[src/rtl/fifo_rd_axis_adapter.sv]
// Read-side adapter between an async FIFO read port and an AXI-Stream master.
// Reads are issued against a credit that covers both buffered words and reads still in
// flight, so the prefetch buffer can never overflow and one word per clock is sustained
// despite the FIFO's fixed read latency.
module fifo_rd_axis_adapter #(
   parameter int unsigned DATA_WIDTH   = 8,
   parameter int unsigned READ_LATENCY = 1
) (
   input  logic                              clk,
   input  logic                              arst_n,
   input  logic                              clear,
   output logic                              fifo_rd_en,
   input  logic                              fifo_rd_empty,
   input  logic                              fifo_rd_dv,
   input  logic [DATA_WIDTH-1:0]             fifo_rd_data,
   output logic                              m_tvalid,
   input  logic                              m_tready,
   output logic [DATA_WIDTH-1:0]             m_tdata,
   output logic [$clog2(READ_LATENCY+2)-1:0] level,
   output logic                              err_unexp_dv,
   output logic                              err_miss_dv
);

   localparam int unsigned Depth = READ_LATENCY + 1;
   localparam int unsigned LvlW  = $clog2(Depth + 1);
   localparam int unsigned PtrW  = $clog2(Depth);
   localparam int unsigned CntW  = LvlW + 1;
   localparam logic [PtrW-1:0] LastPtr = PtrW'(Depth - 1);
   localparam logic [CntW-1:0] DepthC  = CntW'(Depth);

   logic [DATA_WIDTH-1:0]   mem_q [Depth];
   logic [PtrW-1:0]         wr_ptr_q, wr_ptr_d, rd_ptr_q, rd_ptr_d;
   logic [LvlW-1:0]         occ_q, occ_d;
   logic [READ_LATENCY-1:0] pend_q, pend_d, discard_q, discard_d;
   logic                    run_q;
   logic                    err_unexp_q, err_unexp_d, err_miss_q, err_miss_d;
   logic                    exp_dv, exp_discard, push, pop;
   logic [CntW-1:0]         inflight, credit_used;

   function automatic logic [PtrW-1:0] ptr_inc(input logic [PtrW-1:0] p);
      return (p == LastPtr) ? '0 : p + 1'b1;
   endfunction

   // The oldest in-flight slot is the one whose data is due this cycle.
   assign exp_dv      = pend_q[READ_LATENCY-1];
   assign exp_discard = discard_q[READ_LATENCY-1];
   assign m_tvalid    = (occ_q != '0);
   assign m_tdata     = mem_q[rd_ptr_q];
   assign level       = occ_q;
   assign pop         = m_tvalid & m_tready;
   // A word returned for a flushed slot, or during clear itself, is dropped silently.
   assign push        = fifo_rd_dv & exp_dv & ~exp_discard & ~clear;
   assign credit_used = CntW'(occ_q) + inflight - CntW'(pop);
   // run_q keeps reads off until the first clock after reset release.
   assign fifo_rd_en  = run_q & ~fifo_rd_empty & ~clear & (credit_used < DepthC);
   assign err_unexp_dv = err_unexp_q;
   assign err_miss_dv  = err_miss_q;

   // Count reads still in flight.
   always_comb begin
      inflight = '0;
      for (int i = 0; i < int'(READ_LATENCY); i++) begin
         inflight = inflight + CntW'(pend_q[i]);
      end
   end

   // Buffer pointers and occupancy; clear empties the buffer outright.
   always_comb begin
      wr_ptr_d = wr_ptr_q;
      rd_ptr_d = rd_ptr_q;
      occ_d    = occ_q;
      if (clear) begin
         wr_ptr_d = '0;
         rd_ptr_d = '0;
         occ_d    = '0;
      end else begin
         if (push) wr_ptr_d = ptr_inc(wr_ptr_q);
         if (pop)  rd_ptr_d = ptr_inc(rd_ptr_q);
         occ_d = occ_q + LvlW'(push) - LvlW'(pop);
      end
   end

   // Shift the in-flight pipe; clear marks every pending slot as discard.
   always_comb begin
      pend_d       = '0;
      discard_d    = '0;
      pend_d[0]    = fifo_rd_en;
      discard_d[0] = 1'b0;
      for (int i = 1; i < int'(READ_LATENCY); i++) begin
         pend_d[i]    = pend_q[i-1];
         discard_d[i] = clear ? pend_q[i-1] : discard_q[i-1];
      end
   end

   // Sticky protocol error flags.
   always_comb begin
      err_unexp_d = err_unexp_q | (fifo_rd_dv & ~exp_dv);
      err_miss_d  = err_miss_q | (exp_dv & ~fifo_rd_dv);
   end

   // Control state registers.
   always_ff @(posedge clk or negedge arst_n) begin
      if (!arst_n) begin
         run_q       <= 1'b0;
         wr_ptr_q    <= '0;
         rd_ptr_q    <= '0;
         occ_q       <= '0;
         pend_q      <= '0;
         discard_q   <= '0;
         err_unexp_q <= 1'b0;
         err_miss_q  <= 1'b0;
      end else begin
         run_q       <= 1'b1;
         wr_ptr_q    <= wr_ptr_d;
         rd_ptr_q    <= rd_ptr_d;
         occ_q       <= occ_d;
         pend_q      <= pend_d;
         discard_q   <= discard_d;
         err_unexp_q <= err_unexp_d;
         err_miss_q  <= err_miss_d;
      end
   end

   // Prefetch storage; reset to zero so m_tdata reads 0 out of reset.
   always_ff @(posedge clk or negedge arst_n) begin
      if (!arst_n) begin
         for (int i = 0; i < int'(Depth); i++) mem_q[i] <= '0;
      end else if (push) begin
         mem_q[wr_ptr_q] <= fifo_rd_data;
      end
   end

endmodule
[config.mk]
export PLATFORM = sky130hd
export DESIGN_NAME = fifo_rd_axis_adapter
export DESIGN_NICKNAME = d
export VERILOG_FILES = /design/src/rtl/fifo_rd_axis_adapter.sv
export SDC_FILE = /design/constraint.sdc
export NUM_CORES = 1
export LEC_CHECK = 0
export ABC_AREA = 0
export CAP_MARGIN = 20
export CORE_MARGIN = 2
export CORE_UTILIZATION = 31
export CTS_BUF_LIST = sky130_fd_sc_hd__clkbuf_8
export CTS_CLUSTER_SIZE = 14
export DETAILED_ROUTE_END_ITERATION = 8
export GPL_ROUTABILITY_DRIVEN = 0
export PLACE_DENSITY_LB_ADDON = 0.05
export SETUP_SLACK_MARGIN = 0.15
export SYNTH_ARGS = -nofsm -noshare
export SYNTH_HDL_FRONTEND = slang
export SYNTH_SLANG_ARGS = --single-unit
[constraint.sdc]
create_clock -name clk -period 2.8 [get_ports clk]
set_input_delay 0.28 -clock clk [delete_from_list [all_inputs] [get_ports clk]]
set_output_delay 0.28 -clock clk [all_outputs]
set_load 0.005 [all_outputs]
-- Yosys cells after proc, flatten, opt, wreduce, memory -nomap -nowiden
Cells that the tools add are included.
Widths: inputs -> output; s select.
- $add $sub $neg: 6
- multiply operators: 0
- divide/modulo/power cells: 0
- magnitude comparators: 4
- equal/unequal tests: 0
- shifts and indexed selects: 0
- mux-type cells: 13
- bitwise operators: 16
- reductions and logical operators: 4
- operators with widths (kind ; number):
    $mux 8 ; 4
    $bwmux 16 ; 1
    $and 1x1->1 ; 8
    $demux 8 s1 ; 1
    $mux 1 ; 6
    $reduce_bool 2->1 ; 3
    $ge 2x2->1 const B ; 2
    $not 1->1 ; 4
    $not 1->2 ; 2
    $add 2x1->3 ; 1
    $lt 3x2->1 const B ; 1
    $sub 3x1->3 ; 1
    $add 1x1->1 const B ; 2
    $add 2x1->2 ; 1
    $lt 2x1->1 const B ; 1
    $mux 2 ; 1
    $or 1x1->1 ; 2
    $sub 2x1->2 ; 1
    $logic_and 1x1->1 ; 1
- bits in registers: 24
- latch bits: 0
- RAM bits: 0
- bits in read-only memories: 0
- bits of input ports: 14
- word-level logic and storage cells: 52
- memories kept: 0

-- Logic depth before layout (Yosys ltp)
Gate-level depths: netlist of the first run.
- word-level depth: 6
- mapped depth: 7

-- Worst setup path after synthesis of the first run
OpenSTA, ideal clock, no wires.
- path type: register to output
- start: reg occ_q[1] (netlist: level[1])
- end: out fifo_rd_en
- arrival time: 1.915 ns
- required time: 2.520 ns
- path slack: 0.605 ns
- stages on the path, launching flop included: 7
- path buffers: 0
- cells stage by stage: dfrtp_1 > o21a_1 > ha_1 > nand2b_1 > fa_1 > nand2_1 > nor4_1
- word-level cells in the longest chain between the ends: 5
- RTL lines (what ; RTL line ; RTL):
    start, declared ; 33 ; logic [LvlW-1:0] occ_q, occ_d;
    start signal, assigned ; 107 ; occ_q <= '0;
    start signal, assigned ; 116 ; occ_q <= occ_d;
    parallel branches: the longest is 2 deep, another holds $add 2x1->3 ; -- ;
    $sub 3x1->3 (*) ; 53 ; assign credit_used = CntW'(occ_q) + inflight - CntW'(pop);
    $lt 3x2->1 (*) ; 55 ; assign fifo_rd_en = run_q & ~fifo_rd_empty & ~clear & (credit_used < DepthC);
    $and 1x1->1 (*) ; 55 ;
    end, declared ; 12 ; output logic fifo_rd_en,
Every way passes the cells marked *.

-- Worst setup path in the final report of the first run
Ends and elaborated chain as after synthesis.

==> results.yml, run 1 <==
run_status:
  status: "finished clean"
sta:
  rsz0062_at_grt: "no"
  slew_headroom_pct: 61.3
  fmax_ghz: 0.405
  period_share_pct: 88.1
  setup_viol: 0
  fin_setup_tns_ps: 0
  final.min_clock_period_ps: 2470
  fin_ws_ps: 332
  clock_skew_ps: 9.51
  hold_violations: 0
  drv_slew: 0
  whs_ps: 368
  worst_pin_slew_ps: 581
setup_path:
  r2r_end: "exp_dv"
  critPathArrivalTime_ps: 2190
  crit_fanout: 2
  endpoint_kind: "output port"
  cp.required_ps: 2520
  r2r_slack_ps: 940
  criticalPathCategory: "reg2out"
  r2r_cells: 6
  timing.rr.start: "level[1]"
  start_kind: "flip-flop"
logic_synthesis:
  syn_inst: 78
  ys_types: 26
  synth_area_leaders: "dfrtp_1 (52%), mux2_2 (16%), mux2_4 (10%)"
  ys_seq_area_share_pct: 51.7
  synth_xor_xnor_area_share_pct: 2.69
  synth_top_area_cell: "dfrtp_1"
  async_flop_share_pct: 100
  ys_seq_elements: 24
  syn_avg_cell_area_um2: 14.9
  muxShareOfSynthArea_pct: 26.8
  synth_top_area_share_pct: 51.7
  syn_area_um2: 1160
  synthAdderAreaFrac_pct: 4.96
  synthesis.nets: 96
  synth_most_common_cell: "dfrtp_1"
  synth_ff_type: "dfrtp_1"
  synth-simple-area-share_pct: 7.76
  yosysWarnings: 0
  synth_top_family_by_area: "multiplexers"
  synth_commonest_cells: "dfrtp_1 (24), mux2_2 (17), mux2_4 (8)"
  synth_compound_area_share_pct: 3.23
  synth_edf_count: 0
clocking:
  clkLatencyLatePin_ps: 270
  cts_max_path_buffers: 2
  cts_root_buffer: "clkbuf_8"
  clkTransAtPathRegs_ps: 90
  numCtsBuffers: 3
  h-tree-depth: 1
  cts_tree: "done"
  cts.sink_count: 24
cells_and_area:
  final_core_util_pct: 43.7
  design_area_um2: 1590
  n_antenna_cell: 0
  fin_cells: 159
  drive_gt1_share_pct: 36.9
  syn2layout_area_growth_pct: 36.9
  nets: 130
die:
  rows: 22
  ios: 28
  die_w_um: 65.2
  die_area_um2: 4250
  core_um2: 3630
  start_util_pct: 32.0
  die_height_um: 65.2
drt:
  first_iter_violations: 15
  wl_per_cell_um: 13.2
  avgViaCountPerCell: 4.42
  drc: 0
  postRouteAntennaNets: 0
  num_vias: 703
  drt-total-wl_um: 2100
  dr.pass1.iters: 2
power:
  worst_ir_drop_vdd_v: 0.000355
  p_total_mw: 1.24
  switching_share_pct: 23.2
  p_switching_mw: 0.287
  p_leak_nw: 0.741
  p_seq_share_pct: 38.8
  internal_power_mw: 0.948
  p_per_area_nw_per_um2: 777
  clkPwrFrac_pct: 24.2
  pwr-share-comb_pct: 37.0
grt:
  grt_usage_pct: 11.4
  grt_max_degree: 25
  overflow: 0
  grt_pass1_vias: 803
  antenna_found_initial: 0
  grt_pass1_wl_um: 3710
run:
  timing.max_cap.violations: 0
placed_design:
  io_buffers: 27
  dp.cells: 154
  place_area_um2: 1500
  post-place-ws_ps: -115
  dp_hpwl_um: 1510
worst_hold_path:
  hold_path_class: "in2async"
## layout make-up
cell class / count / area (µm²)
fillers: 352 / 2040
flip-flops and latches: 24 / 601
multi-input cells: 49 / 547
repair buffers: 32 / 303
well taps: 48 / 60.1
clock buffers: 3 / 41.3
clock inverters: 1 / 30.0
inverters: 2 / 7.51
## power groups by stage
stage / Clock [mW] / Combinational [mW] / Sequential [mW]
floorplan: 0 / 0.242 / 0.471
global placement: 0 / 0.447 / 0.487
detailed placement: 0 / 0.454 / 0.489
CTS: 0.311 / 0.461 / 0.482
global route: 0.325 / 0.503 / 0.493
finish: 0.298 / 0.458 / 0.479
## cell usage in the layout (no fill, tap or decap)
cell type,netlist,routed
clkdlybuf4s50_1,0,26
dfrtp_1,24,24
mux2_2,17,17
mux2_4,8,8
buf_4,0,5
ha_1,3,3
clkbuf_8,0,3
nand3b_1,2,2
inv_1,2,2
and2b_2,2,2
nor2_1,2,2
o21a_1,1,1
a21o_1,1,1
or2_2,1,1
nand2_1,1,1
xor2_1,1,1
nor4_4,0,1
o21bai_1,1,1
nand2b_1,1,1
xnor3_1,1,1
nand4b_2,1,1
and4bb_1,1,1
a21bo_2,1,1
a21oi_1,1,1
fa_1,1,1
bufinv_16,0,1
clkbuf_2,1,1
conb_1,1,1
## worst max path at each step
stage,start,endpoint,slack [ps]
after floorplan,level[1],fifo_rd_en,600
final,level[1],fifo_rd_en,330
after global placement,m_tready,fifo_rd_en,-70
after CTS,level[1],fifo_rd_en,210
after detailed placement,m_tready,fifo_rd_en,-110
after global routing,level[1],fifo_rd_en,170
## cell families after synthesis
group,after synthesis
adders and majority gates,4
buffers and inverters,5
xor gates and xnor gates,2
other,1
AOI/OAI and AO/OA,5
and+or+nand+nor,12
muxes,25
DFF,24
## sequential cells by signal, indices dropped and copies added, names as in the netlist
signal,count
mem_q,16
level,2
err_miss_dv,1
err_unexp_dv,1
exp_dv,1
rd_ptr_q,1
run_q,1
wr_ptr_q,1
## per-layer routing
metal  vias up  routed length (µm)  GRT usage (%)
met4         0                  20           3.13
met5         -                   0              0
met2        13                1010           19.0
met3         2                  74           3.25
li1        336                   -              -
met1       352                 999           14.4
## worst max-delay path: stages, from the launching register on
cell	delay, ps
dfrtp_1	380
o21a_1	200
ha_1	260
nand2b_1	150
fa_1	470
nand2_1	80
nor4_4	230
clkbuf_2	150
## what timing repair did
item / 4_1_cts / 5_1_grt
endpoints found under the hold margin: 0 / 0
hold buffers: 0 / 0
gates resized for setup: 2 / 3
setup endpoints to repair: 1 / 1
setup buffers: 1 / 0
gates cloned: 0 / 0
Power figures use the tool's default switching activity.
==> run 2, diff against run 1 <==
--- a/config.mk
+++ b/config.mk
@@ -7,6 +7,7 @@
 export LEC_CHECK = 0
 export ABC_AREA = 0
 export CAP_MARGIN = 20
+export CORE_ASPECT_RATIO = 1.4
 export CORE_MARGIN = 2
 export CORE_UTILIZATION = 31
 export CTS_BUF_LIST = sky130_fd_sc_hd__clkbuf_8
==> run 2 against run 1 <==
- routed wire length is 0.81% higher
- maximum frequency hardly changed
- final cell count shrank 4.4%
- die area rose by 0.17%
- worst setup slack is essentially flat
- critical endpoint unchanged
- largest power group unchanged
==> results.yml, run 2 (synthesis results as in run 1) <==
sta:
  period_share_pct: 88.1
  fin_ws_ps: 332
  hold_violations: 0
  worst_pin_slew_ps: 574
  fin_setup_tns_ps: 0
  clock_skew_ps: 6.64
  final.min_clock_period_ps: 2470
  setup_viol: 0
  rsz0062_at_grt: "no"
  drv_slew: 0
  fmax_ghz: 0.405
  slew_headroom_pct: 61.7
cells_and_area:
  n_antenna_cell: 0
  nets: 129
  fin_cells: 152
  syn2layout_area_growth_pct: 33.4
  largest_register_ffs: 16
  top_register: "mem_q"
  layout_common_cells: "clkdlybuf4s50_1 (26), dfrtp_1 (24), mux2_2 (17), mux2_4 (8)"
  final_common_cell: "clkdlybuf4s50_1"
  drive_gt1_share_pct: 36.4
run:
  timing.max_cap.violations: 0
power:
  p_total_mw: 1.16
  p_per_area_nw_per_um2: 748
  p_leak_nw: 0.727
  worst_ir_drop_vdd_v: 0.000333
drt:
  drt-total-wl_um: 2120
  wl_per_cell_um: 13.9
  dr.pass1.iters: 2
  avgViaCountPerCell: 4.68
  wl_met1_um: 971
  postRouteAntennaNets: 0
  drc: 0
  met3WireLength_um: 91
  num_vias: 712
  wl_met2_um: 1030
  topRoutingLayerUsed: "met4"
  first_iter_violations: 8
setup_path:
  r2r_slack_ps: 930
  path_delay_family: "adder cells"
  critPathBufInv: 1
  start_kind: "flip-flop"
  timing.rr.start: "level[1]"
  r2r_cells: 6
  worst_path_max_delay_cell: "fa_1"
  criticalPathCategory: "reg2out"
  critPathArrivalTime_ps: 2190
  endpoint_kind: "output port"
  crit_path_max_incr_delay_ps: 480
  crit_fanout: 2
  cp.required_ps: 2520
  r2r_end: "exp_dv"
  crit_chain: "o21a_1, ha_1, nand2b_1, fa_1, nand2_1, nor4_2, clkbuf_2"
placed_design:
  post-place-ws_ps: -124
  dp_hpwl_um: 1550
  io_buffers: 27
  dp.cells: 148
clocking:
  h-tree-depth: 1
  cts.sink_count: 24
  clkTransAtPathRegs_ps: 80
  clkLatencyLatePin_ps: 260
  numCtsBuffers: 3
  hold_buffers: 0
  cts_tree: "done"
  cts_max_path_buffers: 2
  cts_root_buffer: "clkbuf_8"
die:
  ios: 28
  die_height_um: 76.4
  rows: 26
  start_util_pct: 32.2
  die_w_um: 55.7
  die_area_um2: 4260
  core_um2: 3610
grt:
  antenna_found_initial: 0
  grt_max_degree: 25
  overflow: 0
  grt_pass1_wl_um: 3460
  grt_usage_pct: 10.4
  grt_pass1_vias: 742
run_status:
  status: "finished clean"
worst_hold_path:
  hold_path_class: "in2async"
==> run 2: changes by cell type in the layout (fill, tap and decap cells not counted), sizes merged <==
cell and change:
buf -1, bufinv -1, clkbuf +1
==> run 2: cell type report <==
type / instances / area (µm²)
fill: 335 / 2060
inverter: 2 / 7.51
sequential: 24 / 601
timing repair buffer: 31 / 295
clock buffer: 4 / 55.1
tap: 42 / 52.6
multi-input combinational: 49 / 538
==> run 2: per-stage QoR <==
step | utilization, % | instance area, µm² | hold WS (ps)
floorplan | - | 1160 | -15.6
global placement | 41.3 | 1490 | 441
detailed placement | 41.3 | 1490 | 453
CTS | 43.0 | 1550 | 376
global route | 42.9 | 1550 | 398
finish | 42.9 | 1550 | 372
==> run 2: what timing repair did <==
| action | 4_1_cts | 5_1_grt |
|---|---|---|
| setup buffers | 0 | 0 |
| gates resized for setup | 2 | 2 |
| endpoints found under the setup margin | 1 | 1 |
==> run 2: layer usage <==
| layer | GRT usage, % | vias to the layer above |
|---|---|---|
| met5 | 0 | - |
| met4 | 4.39 | 0 |
| met3 | 2.55 | 2 |
| met2 | 16.2 | 16 |
| met1 | 13.6 | 357 |
| li1 | - | 337 |
==> run 2: power breakdown <==
part           internal (mW)  leakage, nW  switching [mW]  total [mW]
Clock                  0.125       0.0288           0.104       0.229
Sequential             0.428        0.309          0.0542       0.482
Combinational          0.326        0.390           0.122       0.448
==> run 2: worst max path at each step <==
stage | from | to | slack, ps | depth (start not counted)
5_1_grt | level[1] | fifo_rd_en | 180 | 7
4_1_cts | level[1] | fifo_rd_en | 190 | 7
6_report | level[1] | fifo_rd_en | 330 | 7
3_3_place_gp | m_tready | fifo_rd_en | -80 | 8
3_5_place_dp | m_tready | fifo_rd_en | -120 | 8
2_1_floorplan | level[1] | fifo_rd_en | 600 | 6
==> run 2: worst reg2reg max path: stages, from the launching register on <==
cell      delay (ps)
dfrtp_1          390
o21a_1           200
ha_1             260
nand2b_1         150
fa_1             480
nand2_1           60
nor4_2           230
